[src/rtl/mmio_uart_ctrl.sv]
// mmio_uart_ctrl
// MMIO register block sitting beside the core's data memory port. It decodes
// loads/stores in the 0x8xxx_xxxx window, buffers one received UART byte,
// holds one byte for the UART transmitter, and keeps cycle/instruction
// counters. Load data is registered so it lines up with sync-read memories
// in the writeback stage.
module mmio_uart_ctrl #(
  parameter logic [3:0]  MMIO_NIBBLE = 4'h8,
  parameter int unsigned CNT_WIDTH   = 32
) (
  input  logic        clk,
  input  logic        rst,
  input  logic [31:0] mem_addr,
  input  logic [31:0] mem_wdata,
  input  logic        mem_we,
  input  logic        mem_re,
  output logic [31:0] mem_rdata,
  input  logic        inst_retire,
  input  logic [7:0]  rx_data,
  input  logic        rx_valid,
  output logic        rx_ready,
  output logic [7:0]  tx_data,
  output logic        tx_valid,
  input  logic        tx_ready
);

  localparam logic [7:0] OFF_CTRL   = 8'h00;
  localparam logic [7:0] OFF_RXDATA = 8'h04;
  localparam logic [7:0] OFF_TXDATA = 8'h08;
  localparam logic [7:0] OFF_CYCLES = 8'h10;
  localparam logic [7:0] OFF_INSTS  = 8'h14;
  localparam logic [7:0] OFF_CNTCLR = 8'h18;

  logic [7:0]           r_rx_buf;
  logic                 r_rx_full;
  logic [7:0]           r_tx_data;
  logic                 r_tx_busy;
  logic                 r_tx_ovf;
  logic [CNT_WIDTH-1:0] r_cycles;
  logic [CNT_WIDTH-1:0] r_insts;
  logic [31:0]          r_mem_rdata;

  logic                 w_sel;
  logic [7:0]           w_off;
  logic                 w_rd;
  logic                 w_wr;
  logic                 w_rx_take;
  logic                 w_rx_pop;
  logic                 w_tx_wr;
  logic                 w_ctrl_clr;
  logic                 w_cnt_clr;
  logic [31:0]          w_cycles_ext;
  logic [31:0]          w_insts_ext;
  logic [31:0]          w_map;
  logic                 w_unused;

  // Address decode: only the top nibble selects the block, the low byte picks
  // the register, everything in between is don't-care.
  assign w_sel = (mem_addr[31:28] == MMIO_NIBBLE);
  assign w_off = mem_addr[7:0];
  assign w_rd  = w_sel & mem_re;
  assign w_wr  = w_sel & mem_we;

  assign w_unused = ^{mem_addr[27:8], mem_wdata[31:8]};

  // The receiver is only told we are ready when the holding register is empty,
  // so a capture and a pop can never land on the same edge.
  assign w_rx_take  = rx_valid & ~r_rx_full;
  assign w_rx_pop   = w_rd & (w_off == OFF_RXDATA) & r_rx_full;
  assign w_tx_wr    = w_wr & (w_off == OFF_TXDATA);
  assign w_ctrl_clr = w_wr & (w_off == OFF_CTRL) & mem_wdata[2];
  assign w_cnt_clr  = w_wr & (w_off == OFF_CNTCLR);

  assign rx_ready  = ~r_rx_full;
  assign tx_valid  = r_tx_busy;
  assign tx_data   = r_tx_data;
  assign mem_rdata = r_mem_rdata;

  // Zero-extend the counters to the 32-bit bus and select the addressed register.
  // NOTE: every variable in this always_comb gets a default first, so no path can leave it unassigned and infer a latch.
  always_comb begin
    w_cycles_ext                  = '0;
    w_insts_ext                   = '0;
    w_cycles_ext[CNT_WIDTH-1:0]   = r_cycles;
    w_insts_ext[CNT_WIDTH-1:0]    = r_insts;
    w_map                         = '0;
    case (w_off)
      OFF_CTRL:   w_map = {29'b0, r_tx_ovf, r_rx_full, ~r_tx_busy};
      OFF_RXDATA: w_map = {24'b0, r_rx_buf};
      OFF_CYCLES: w_map = w_cycles_ext;
      OFF_INSTS:  w_map = w_insts_ext;
      default:    w_map = '0;
    endcase
  end

  // Registered load data: the map is sampled with the state as it was before
  // this edge's updates, and the bus is driven to 0 when nothing is read.
  // NOTE: sequential state uses non-blocking assignments so every register sees pre-edge values of the others.
  always_ff @(posedge clk or negedge rst) begin
    if (!rst) begin
      r_mem_rdata <= '0;
    end else if (w_rd) begin
      r_mem_rdata <= w_map;
    end else begin
      r_mem_rdata <= '0;
    end
  end

  // RX holding register: capture on handshake, drop the full flag on an RXDATA read.
  always_ff @(posedge clk or negedge rst) begin
    if (!rst) begin
      r_rx_buf  <= '0;
      r_rx_full <= 1'b0;
    end else if (w_rx_take) begin
      r_rx_buf  <= rx_data;
      r_rx_full <= 1'b1;
    end else if (w_rx_pop) begin
      r_rx_full <= 1'b0;
    end
  end

  // TX register: accept a byte only when idle; a handshake frees it. A write
  // that arrives while busy is dropped even if the handshake completes now.
  always_ff @(posedge clk or negedge rst) begin
    if (!rst) begin
      r_tx_data <= '0;
      r_tx_busy <= 1'b0;
    end else if (w_tx_wr && !r_tx_busy) begin
      r_tx_data <= mem_wdata[7:0];
      r_tx_busy <= 1'b1;
    end else if (r_tx_busy && tx_ready) begin
      r_tx_busy <= 1'b0;
    end
  end

  // Sticky overflow flag: a fresh overflow beats a same-cycle software clear.
  always_ff @(posedge clk or negedge rst) begin
    if (!rst) begin
      r_tx_ovf <= 1'b0;
    end else if (w_tx_wr && r_tx_busy) begin
      r_tx_ovf <= 1'b1;
    end else if (w_ctrl_clr) begin
      r_tx_ovf <= 1'b0;
    end
  end

  // Free-running cycle counter and retired-instruction counter; a CNTCLR
  // write zeroes both and takes priority over this cycle's increment.
  always_ff @(posedge clk or negedge rst) begin
    if (!rst) begin
      r_cycles <= '0;
      r_insts  <= '0;
    end else if (w_cnt_clr) begin
      r_cycles <= '0;
      r_insts  <= '0;
    end else begin
      r_cycles <= r_cycles + CNT_WIDTH'(1);
      if (inst_retire) begin
        r_insts <= r_insts + CNT_WIDTH'(1);
      end
    end
  end

endmodule

[config.mk]
export PLATFORM = sky130hd
export DESIGN_NAME = mmio_uart_ctrl
export DESIGN_NICKNAME = d
export VERILOG_FILES = /design/src/rtl/mmio_uart_ctrl.sv
export SDC_FILE = /design/constraint.sdc
export NUM_CORES = 1
export LEC_CHECK = 0
export CAP_MARGIN = 20
export CORE_AREA = 2 2 120 122
export CTS_CLUSTER_DIAMETER = 80
export DETAILED_ROUTE_END_ITERATION = 10
export DIE_AREA = 0 0 122 124
export PLACE_DENSITY_LB_ADDON = 0.15
export SLEW_MARGIN = 5
export SYNTH_ARGS = -nofsm -noshare
export SYNTH_HDL_FRONTEND = slang
export SYNTH_SLANG_ARGS = --single-unit
[constraint.sdc]
create_clock -name clk -period 2.7 [get_ports clk]
set_input_delay 0.54 -clock clk [delete_from_list [all_inputs] [get_ports clk]]
set_output_delay 0.54 -clock clk [all_outputs]
set_load 0.005 [all_outputs]
Yosys cells after proc, flatten, opt, wreduce, memory -nomap -nowiden
Index checks and enable logic that the tools add are counted.
{"block": "classes", "n_addsub": 2, "n_eq_ne": 6, "mux": 11, "bitwise": 11, "n_reduce_logical": 9}
{"operator": "32-bit two-way mux", "count": 4}
{"operator": "32-bit case mux with 4 select lines", "count": 1}
{"operator": "32-bit by 1-bit adder with 32-bit output, second input constant", "count": 2}
{"operator": "8-bit by 5-bit equality test with 1-bit output, second input constant", "count": 3}
{"operator": "1-bit bitwise AND", "count": 9}
{"operator": "8-bit by 3-bit equality test with 1-bit output, second input constant", "count": 1}
{"operator": "8-bit by 4-bit equality test with 1-bit output, second input constant", "count": 1}
{"operator": "8-bit logical NOT", "count": 1}
{"operator": "2-bit nonzero test", "count": 4}
{"operator": "1-bit two-way mux", "count": 6}
{"operator": "4-bit equality test, second input constant", "count": 1}
{"operator": "1-bit logical AND", "count": 3}
{"operator": "1-bit NOT", "count": 2}
{"operator": "1-bit logical NOT", "count": 1}
{"block": "word_totals", "ff_bits": 115, "inputBits": 79, "output_inout_bits": 42, "wordCells": 47}

Longest topological paths before layout
{"block": "depth", "depth_word": 6, "mapped_depth": 7, "ltp_nobuf": 5}

Worst setup path after synthesis
Ideal clock, no wire load.
{"block": "synth_path", "path_type": "input to register", "start": "input inst_retire", "end": "register r_insts[19]", "setup_time_ps": 77, "arrival_time_ps": 2100, "t_required_ps": 2623, "path_slack_ps": 522, "path_stages": 6, "n_path_buf": 2, "cell_sequence": "buf_2 nand4_4 or4_1 buf_2 or4_1 a21oi_1"}
{"block": "synth_via", "elab_chain_cells": 1}
{"item": "start: declaration", "line_no": "18", "source": "input logic inst_retire,"}
{"item": "2-bit nonzero test (no source line)"}
{"item": "end signal: assignment", "line_no": "159", "source": "r_insts <= r_insts + CNT_WIDTH'(1);"}
{"item": "end: declaration", "line_no": "40", "source": "logic [CNT_WIDTH-1:0] r_insts;"}
Every way passes these cells.
A chain may end at the register's enable or synchronous reset.

Worst setup path in the final report
{"block": "layout_path", "start": "register r_cycles[2]", "end": "register r_cycles[25]"}
{"block": "layout_via", "elab_chain_cells": 2}
{"item": "start: declaration", "line_no": "39", "source": "logic [CNT_WIDTH-1:0] r_cycles;"}
{"item": "start signal: assignment", "line_no": "157", "source": "r_cycles <= r_cycles + CNT_WIDTH'(1);"}
{"item": "32-bit by 1-bit adder with 32-bit output", "line_no": "157"}
{"item": "32-bit two-way mux", "line_no": "153", "source": "end else if (w_cnt_clr) begin"}
Every way passes these cells.

==> qor.txt <==
Status - completed
DRT Pass-1 Iters - 5
CP Max Fanout - 15
Synth Net Count - 610
Syn. warnings - 0
Critical path cell sequence - and4_1 > or4b_1 > or4_1 > a21oi_1
FMAX - 427 MHz
Total Routed Length - 13900 um
Final Hold Viols - 0
Die area - 15100 um2
Std-Cell Rows - 43
RePlAce Congestion - 0.826
CTS tree - built
Post-synthesis instance area - 5460 um2
Worst-Margin Slew - 0.565 ns
Arrival time worst endpoint - 2.68 ns
Maxcap violations - 0
Post-synthesis sequential area ratio - 52.7%
Share of post-route cells with drive strength above 1 - 13.5%
Worst skew pair latency - 0.41 ns
Detail Route Antenna Nets - 0
Post-synth top area share - 52.7%
Crit path capture type - flip-flop
Min-Delay Path Class - in2async
Io pins - 121
Syn Inst Count - 529
Relative slew slack - 62.2%
Flop and latch count out of synthesis - 115
DR vias/cell - 5.63
Area contributors post-synth - dfrtp_1, mux2_2, a22oi_1
Fill count - 1245
Top-count cell post-synth - dfrtp_1
Clock tree buffer depth - 2
Post-synth EDFFs - 0
Setup bufs post-CTS - 0
Peak supply drop - 0.000430 V
Area Growth Syn to Fin - 31.0%
Die Height - 124 um
CTS root buffer - clkbuf_16
DRC - 0
DR WL/cell - 17.2 um
Synth Flop Type - dfrtp_1
Tcrit/Tclk final - 86.8%
Largest area contributor in the netlist - dfrtp_1
1st-iter DRT viols - 365
GRT overflow - 0
Initial antenna violation count - 0
# resized after CTS - 0
N_diodes - 0
H-tree levels - 4
Final setup vio count - 0
Sum Neg Setup Slack - 0 ns
Startpoint Class - flip-flop
Clock Skews - 0.00727 ns
Ys async rst share - 100%
Number of global-route vias before repair - 4497
Mapped Avg Cell Area - 10.3 um2
Port bufs - 76
Starting Density - 39.8%
Final Max Slew Viols - 0
Slowest cell on crit path - or4b_1
Dpl cells - 777
Gr usage total - 19.7%
Cts hold-fix bufs - 0
Type of the worst setup path - reg2reg
Horiz. Die Dim - 122 um
# clock sinks - 115
Leak - 2.84 nW
Post-Layout Cell Count - 809
Placed wire-length estimate - 9470 um
Hold WS - 0.0679 ns
RSZ-0062 raised after global routing - no
Nets - 697
Clock slew at reported path FFs - 0.06 ns
First-pass GRT wire length - 22800 um
Largest stage delay on the critical path - 0.73 ns
Core Region - 13700 um2
Synth cell types - 39
Minimum clock period - 2.34 ns
Total CTS buffers - 17
Vias - 4552
Power per Cell Area - 670 nW/um2
Synth cell count leaders - dfrtp_1, nor2_1, a21oi_1
CP required - 3.04 ns
Largest net degree at the start of global routing - 60
-- cells in the final DEF, fill, tap and decap left out, types with 6 or more instances in the layout --
master / count
dfrtp_1: 115
nand4_1: 20
xnor2_1: 9
or3_1: 12
and3_1: 7
inv_1: 15
nor2_1: 50
xor2_1: 9
o21ai_0: 13
nor3_1: 8
a21oi_1: 41
o31ai_1: 24
and2_1: 7
a22oi_1: 29
mux2_2: 21
buf_4: 23
clkbuf_16: 17
nand3_1: 22
clkdlybuf4s50_1: 75
nor4_1: 7
nand2_1: 24
and4_1: 6
or4_1: 27
-- where the power goes --
group	internal (mW)	switching (mW)	total [mW]	leakage, nW
clock	1.59	0.799	2.39	0.297
combinational	0.203	0.198	0.401	0.991
sequential	1.83	0.176	2.01	1.55
total	3.63	1.17	4.80	2.84
-- cell type report --
| class | count | area, um2 | share of cell area, % |
|---|---|---|---|
| flip-flops and latches | 115 | 2880 | 40.2 |
| multi-input cells | 367 | 2400 | 33.5 |
| repair buffers | 100 | 963 | 13.5 |
| clock buffers | 19 | 453 | 6.33 |
| well taps | 180 | 225 | 3.15 |
| clock inverters | 13 | 181 | 2.53 |
| inverters | 15 | 56.3 | 0.787 |
-- cell families (layout without fill, tap and decap cells) --
group	after synthesis	after routing	synth area share [%]
fa+ha+maj	2	2	0.458
mux	28	28	6.37
compound gates	113	113	13.1
flops	115	115	52.7
buf+inv	47	147	3.39
xor+xnor	18	18	2.89
simple gates	206	206	21.1
-- worst max-delay path: cells and delay by family, from the launching register on --
kind,cells,cell delay (ns)
AND/OR/NAND/NOR,3,1.64
flip-flops,1,0.47
AO/OA/AOI/OAI,1,0.15
-- worst paths after layout --
check                                end  cells past startpoint   startpoint  slack [ns]
setup / recovery            r_cycles[25]                      4  r_cycles[2]        0.36
hold / removal             mem_rdata[14]                      1          rst        0.07
hold reg to reg              r_rx_buf[2]                      1  r_rx_buf[2]        0.50
setup reg to reg            r_cycles[25]                      4  r_cycles[2]        0.36
min in group clk             r_rx_buf[2]                      1  r_rx_buf[2]        0.50
max in group asynchronous   mem_rdata[1]                      2          rst        2.01
-- sequential cells by signal (all words and copies together) (netlist names) --
name / count
r_tx_ovf: 1
mem_rdata: 32
r_insts: 32
r_cycles: 32
tx_data: 8
tx_valid: 1
r_rx_full: 1
r_rx_buf: 8
-- stage by stage --
stage	cell area [um2]	setup WS [ns]	utilization [%]	power [mW]
6_report	7160	0.356	52.2	4.80
5_1_grt	7160	0.219	52.2	5.01
4_1_cts	7160	0.355	52.2	4.85
3_5_place_dp	6520	0.0580	47.6	2.43
3_3_place_gp	6520	0.0676	47.6	2.41
2_1_floorplan	5460	0.522	-	2.22
-- per-layer routing --
layer  track usage, %  wire [um]  vias up
li1                 -          -     2148
met1             24.9       5840     2231
met2             32.8       6890      155
met3             6.04        948       18
met4             5.89        207        0
met5                0          0        -
Power figures use the tool's default switching activity.
==> RTL change 1 (config.mk and constraints unchanged) <==
Set the parameter `CNT_WIDTH` to 16 (it was 32).
--- a/src/rtl/mmio_uart_ctrl.sv
+++ b/src/rtl/mmio_uart_ctrl.sv
@@ -7,5 +7,5 @@
 module mmio_uart_ctrl #(
   parameter logic [3:0]  MMIO_NIBBLE = 4'h8,
-  parameter int unsigned CNT_WIDTH   = 32
+  parameter int unsigned CNT_WIDTH   = 16
 ) (
   input  logic        clk,
Check against the original RTL: no difference found for any inputs over 10 cycles, from zero or initial values and one cycle with rst low; that may be too few to reach the edited logic, so the function may still have changed.
==> RTL change 1 against the original RTL <==
- final area decreased by 41%
- setup slack worse by 87 ps
- area after synthesis is 41% lower
- clock skew shrank 1.8 ps
- total power fell by 45%
- sequential power decreased by 37%
- sequential cell count is 48 lower
- wire length down 46%
- largest cell class unchanged
==> RTL change 1: results (changes against the original RTL) <==
Power
The leakage dissipation is 1.82 nW (was 2.84 nW). The switching portion of total power is 27.9% (was 24.4%). The total power came to 0.00263 W (was 0.00480 W). The part of the power in the clock network is 39.0% (was 49.8%).

CTS
The number of buffers added by the clock tree synthesis step is 9 (was 17). The number of H-tree levels is 3 (was 4). The count of clock tree sinks is 67 (was 115).

Placement
The number of placed instances with taps included is 524 (was 777). The worst slack at placement is -44.8 ps (was 58.0 ps). The placed instance area came to 3990 um2 (was 6520 um2).

Synth
Most frequent cells after synthesis: dfrtp_1 (67), nor2_1 (34), mux2_2 (21) (was dfrtp_1 (115), nor2_1 (50), a21oi_1 (41)). The arithmetic-cell share of the synthesized area counting full adders, half adders and majority gates came to 0.777% (was 0.458%). The number of library cell types mapped by synthesis came to 41 (was 39). The multiplexer share of the synthesized area came to 11.9% (was 6.37%).

Setup path
The last element of the critical path is tx_data[3]$_DFFE_PN0P_ (was r_cycles[25]$_DFF_PN0_). The critical register-to-register path startpoint is r_insts[6]$_DFFE_PN0P_ (was r_cycles[2]$_DFF_PN0_). The flop-to-flop setup slack is 870 ps (was 360 ps). The startpoint of the most critical setup path was mem_addr[0] (was r_cycles[2]$_DFF_PN0_). The critical-path maximum fanout is 9 (was 15).

Timing
The worst clock skew is 5.44 ps (was 7.27 ps). The worst setup margin was 269 ps (was 356 ps).

GRT
The combined global-route utilization of all metal layers is 10.8% (was 19.7%). The global routing met3 resource utilization is 3.25% (was 6.04%). The largest net degree at the start of global routing is 33 (was 60). The met2 demand-to-capacity share in global routing is 16.4% (was 32.8%).

The first-pass GRT wire length came to 12.3 mm (was 22.8 mm).

Layout
The final net count is 436 (was 697). The number of logic inverters in the finished layout is 4 (was 15). The layout buffering overhead excluding clock cells is 16.1% (was 13.5%).

The multi-input gate share of total cell area is 32.7% (was 33.5%). The clock network area share came to 6.18% (was 8.86%).

Run status
Result of the run: finished, final reports clean (unchanged).

Route
The overall via count from detail_route is 2,258 (was 4,552). The first-pass iteration count of the detailed router is 4 (was 5). The detailed route wirelength on metal3 is 222 um (was 948 um).
[RTL change 1: cell types whose count changed after synthesis, sizes merged, moves of 9 or more]
cell / delta
a22oi: -24
clkbuf: -17
inv: -11
buf: +17
nand2: -15
dfrtp: -48
a21oi: -37
nand4: -9
o21ai: -10
xor2: +10
or3: -9
o31ai: -22
or4: -23
nand3: -9
[RTL change 1: worst min path at each step]
stage | start | endpoint | slack (ps) | cells after the start
after floorplan | rst | mem_rdata[0]$_DFF_PN0_ | 240 | 0
after global placement | tx_data[4]$_DFFE_PN0P_ | tx_data[4]$_DFFE_PN0P_ | 490 | 1
after detailed placement | tx_data[4]$_DFFE_PN0P_ | tx_data[4]$_DFFE_PN0P_ | 490 | 1
after CTS | rst | r_cycles[14]$_DFF_PN0_ | 180 | 1
after global routing | rst | r_cycles[14]$_DFF_PN0_ | 200 | 1
final | rst | r_cycles[14]$_DFF_PN0_ | 170 | 1
==> RTL change 2 (same settings) <==
Without the edit above. Reset style: synchronous (`rst`), changed in 5 clocked blocks.
--- a/src/rtl/mmio_uart_ctrl.sv
+++ b/src/rtl/mmio_uart_ctrl.sv
@@ -97,5 +97,5 @@
   // this edge's updates, and the bus is driven to 0 when nothing is read.
   // NOTE: sequential state uses non-blocking assignments so every register sees pre-edge values of the others.
-  always_ff @(posedge clk or negedge rst) begin
+  always_ff @(posedge clk) begin
     if (!rst) begin
       r_mem_rdata <= '0;
@@ -108,5 +108,5 @@
 
   // RX holding register: capture on handshake, drop the full flag on an RXDATA read.
-  always_ff @(posedge clk or negedge rst) begin
+  always_ff @(posedge clk) begin
     if (!rst) begin
       r_rx_buf  <= '0;
@@ -122,5 +122,5 @@
   // TX register: accept a byte only when idle; a handshake frees it. A write
   // that arrives while busy is dropped even if the handshake completes now.
-  always_ff @(posedge clk or negedge rst) begin
+  always_ff @(posedge clk) begin
     if (!rst) begin
       r_tx_data <= '0;
@@ -135,5 +135,5 @@
 
   // Sticky overflow flag: a fresh overflow beats a same-cycle software clear.
-  always_ff @(posedge clk or negedge rst) begin
+  always_ff @(posedge clk) begin
     if (!rst) begin
       r_tx_ovf <= 1'b0;
@@ -147,5 +147,5 @@
   // Free-running cycle counter and retired-instruction counter; a CNTCLR
   // write zeroes both and takes priority over this cycle's increment.
-  always_ff @(posedge clk or negedge rst) begin
+  always_ff @(posedge clk) begin
     if (!rst) begin
       r_cycles <= '0;
Formal check against the unedited RTL: differs if rst is asserted again (counterexample within 4 cycles, from zero or initial values and one cycle with rst low); with rst held inactive, the same outputs for 10 cycles.
==> RTL change 2 against the original RTL <==
- non-clock buffer count up 1
- global-route usage down 1.6 points
- highest routed layer unchanged
- clock skew up 5.2 ps
- final area down 4.4%
- die area unchanged
- sequential share of layout area down 6.6 points
- area after synthesis down 3.0%
- wire length down 5.4%
- setup slack better by 150 ps
- sequential cell count unchanged
Power is not compared: it rests on default switching activity, and its combinational part moved more than twofold at a synthesized area within 25%.
==> RTL change 2: results (changes against the original RTL) <==
Run status
Result of the run: finished, final reports clean (unchanged).

Route
The detailed route wirelength on metal3 is 632 um (was 948 um). The amount of wire on met2 after detailed routing is 6.28 mm (was 6.89 mm). The final routed wire length divided by cell count came to 15.1 um (was 17.2 um). The average vias per placed instance is 5.45 (was 5.63). The routed length on met1 is 6.00 mm (was 5.84 mm). The DRC violation total after the first TritonRoute iteration was 276 (was 365).

Synth
The sequential-to-total area share from yosys stat is 43.4% (was 52.7%). The number of library cell types mapped by synthesis came to 49 (was 39). Main area contributors after synthesis: dfxtp_1 (43%), nor2_1 (4.5%), a22oi_1 (3.8%) (was dfrtp_1 (53%), mux2_2 (4.3%), a22oi_1 (4.0%)). Most frequent cells after synthesis: dfxtp_1 (115), nor2_1 (64), nand2_1 (40) (was dfrtp_1 (115), nor2_1 (50), a21oi_1 (41)).

Setup path
The largest incremental delay on the critical path was 590 ps (was 730 ps). The slowest cell on the critical path is or4b_2 (was or4b_1). The flop-to-flop setup slack is 510 ps (was 360 ps). The critical-path maximum fanout is 7 (was 15). The data arrival at the endpoint of the critical path is 2540 ps (was 2680 ps).

Layout
The fraction of layout cells with a size suffix above 1 was 9.87% (was 13.5%). The final net count was 757 (was 697). The number of filler cells placed in the layout is 1,278 (was 1,245).

GRT
The combined global-route utilization of all metal layers is 18.1% (was 19.7%). The largest net degree at the start of global routing is 33 (was 60). The first-pass GRT wire length is 21.4 mm (was 22.8 mm).

CTS
The post-cts gate resize count is 0 (unchanged).

Placement
The global placer's final weighted congestion is 0.782 (was 0.826). The placed wire-length estimate after detailed placement was 9.18 mm (was 9.47 mm).

Worst hold path
The class of the tightest hold or removal check is reg -> reg (was in -> async).

Timing
The worst clock skew is 12.5 ps (was 7.27 ps).

Job
The reported max-cap violation count came to 0 (unchanged).
## RTL change 2: cell types whose count changed after synthesis, moves of 14 or more
cell,change
nand2_1,+16
nor2_1,+14
mux2i_1,+15
mux2_2,-21
a21boi_0,+16
dfxtp_1,+115
dfrtp_1,-115
o211ai_1,+20
## RTL change 2: worst paths after layout
| kind | start | end | cells after the start |
|---|---|---|---|
| max | r_cycles[0]$_SDFF_PP0_ | r_cycles[28]$_SDFF_PP0_ | 5 |
| min | r_rx_buf[4]$_SDFFE_PN0P_ | r_rx_buf[4]$_SDFFE_PN0P_ | 2 |
| max reg2reg | r_cycles[0]$_SDFF_PP0_ | r_cycles[28]$_SDFF_PP0_ | 5 |
| min reg2reg | r_rx_buf[4]$_SDFFE_PN0P_ | r_rx_buf[4]$_SDFFE_PN0P_ | 2 |
## RTL change 2: layout make-up
class	count	area share, %
timing repair buffer	101	14.4
sequential	115	33.6
tap	180	3.29
inverter	23	1.26
multi-input combinational	418	39.1
clock inverter	14	1.88
clock buffer	18	6.42
## RTL change 2: kinds of logic after synthesis
family	Yosys count	share of synthesized area [%]
XOR/XNOR	22	3.63
multiplexers	19	3.59
adder cells (fa/ha/maj)	2	0.472
buffers and inverters	65	6.09
AND/OR/NAND/NOR	231	24.8
AO/OA/AOI/OAI	144	18.0
flip-flops	115	43.4
## RTL change 2: worst reg2reg max path, cell delays in order (launching register included)
cell,delay (ps)
dfxtp_1,420
ha_1,250
and4_1,410
and4_1,300
or4b_2,590
a21oi_1,150
## RTL change 2: through the flow
step | utilization [%] | cell area, um2 | std cells | hold slack (ps) | setup WS [ps]
5_1_grt | 49.9 | 6840 | 869 | 493 | 385
6_report | 49.9 | 6840 | 869 | 471 | 509
3_3_place_gp | 45.7 | 6280 | 837 | 461 | 166
2_1_floorplan | - | 5300 | 598 | 438 | 564
4_1_cts | 49.9 | 6840 | 869 | 475 | 504
3_5_place_dp | 45.7 | 6280 | 837 | 467 | 171
## RTL change 2: power by group
part           total, W  switching, W  leakage, nW  internal [W]
Sequential      0.00173     0.0000159        0.928       0.00171
Combinational  0.000177     0.0000852        0.969     0.0000916
Clock           0.00214      0.000844        0.261       0.00129
## RTL change 2: per-layer routing
metal  vias up  GRT usage (%)
met5         -              0
met4         0           6.03
met3        18           6.04
met2       112           29.7
met1      2243           22.5
li1       2359              -
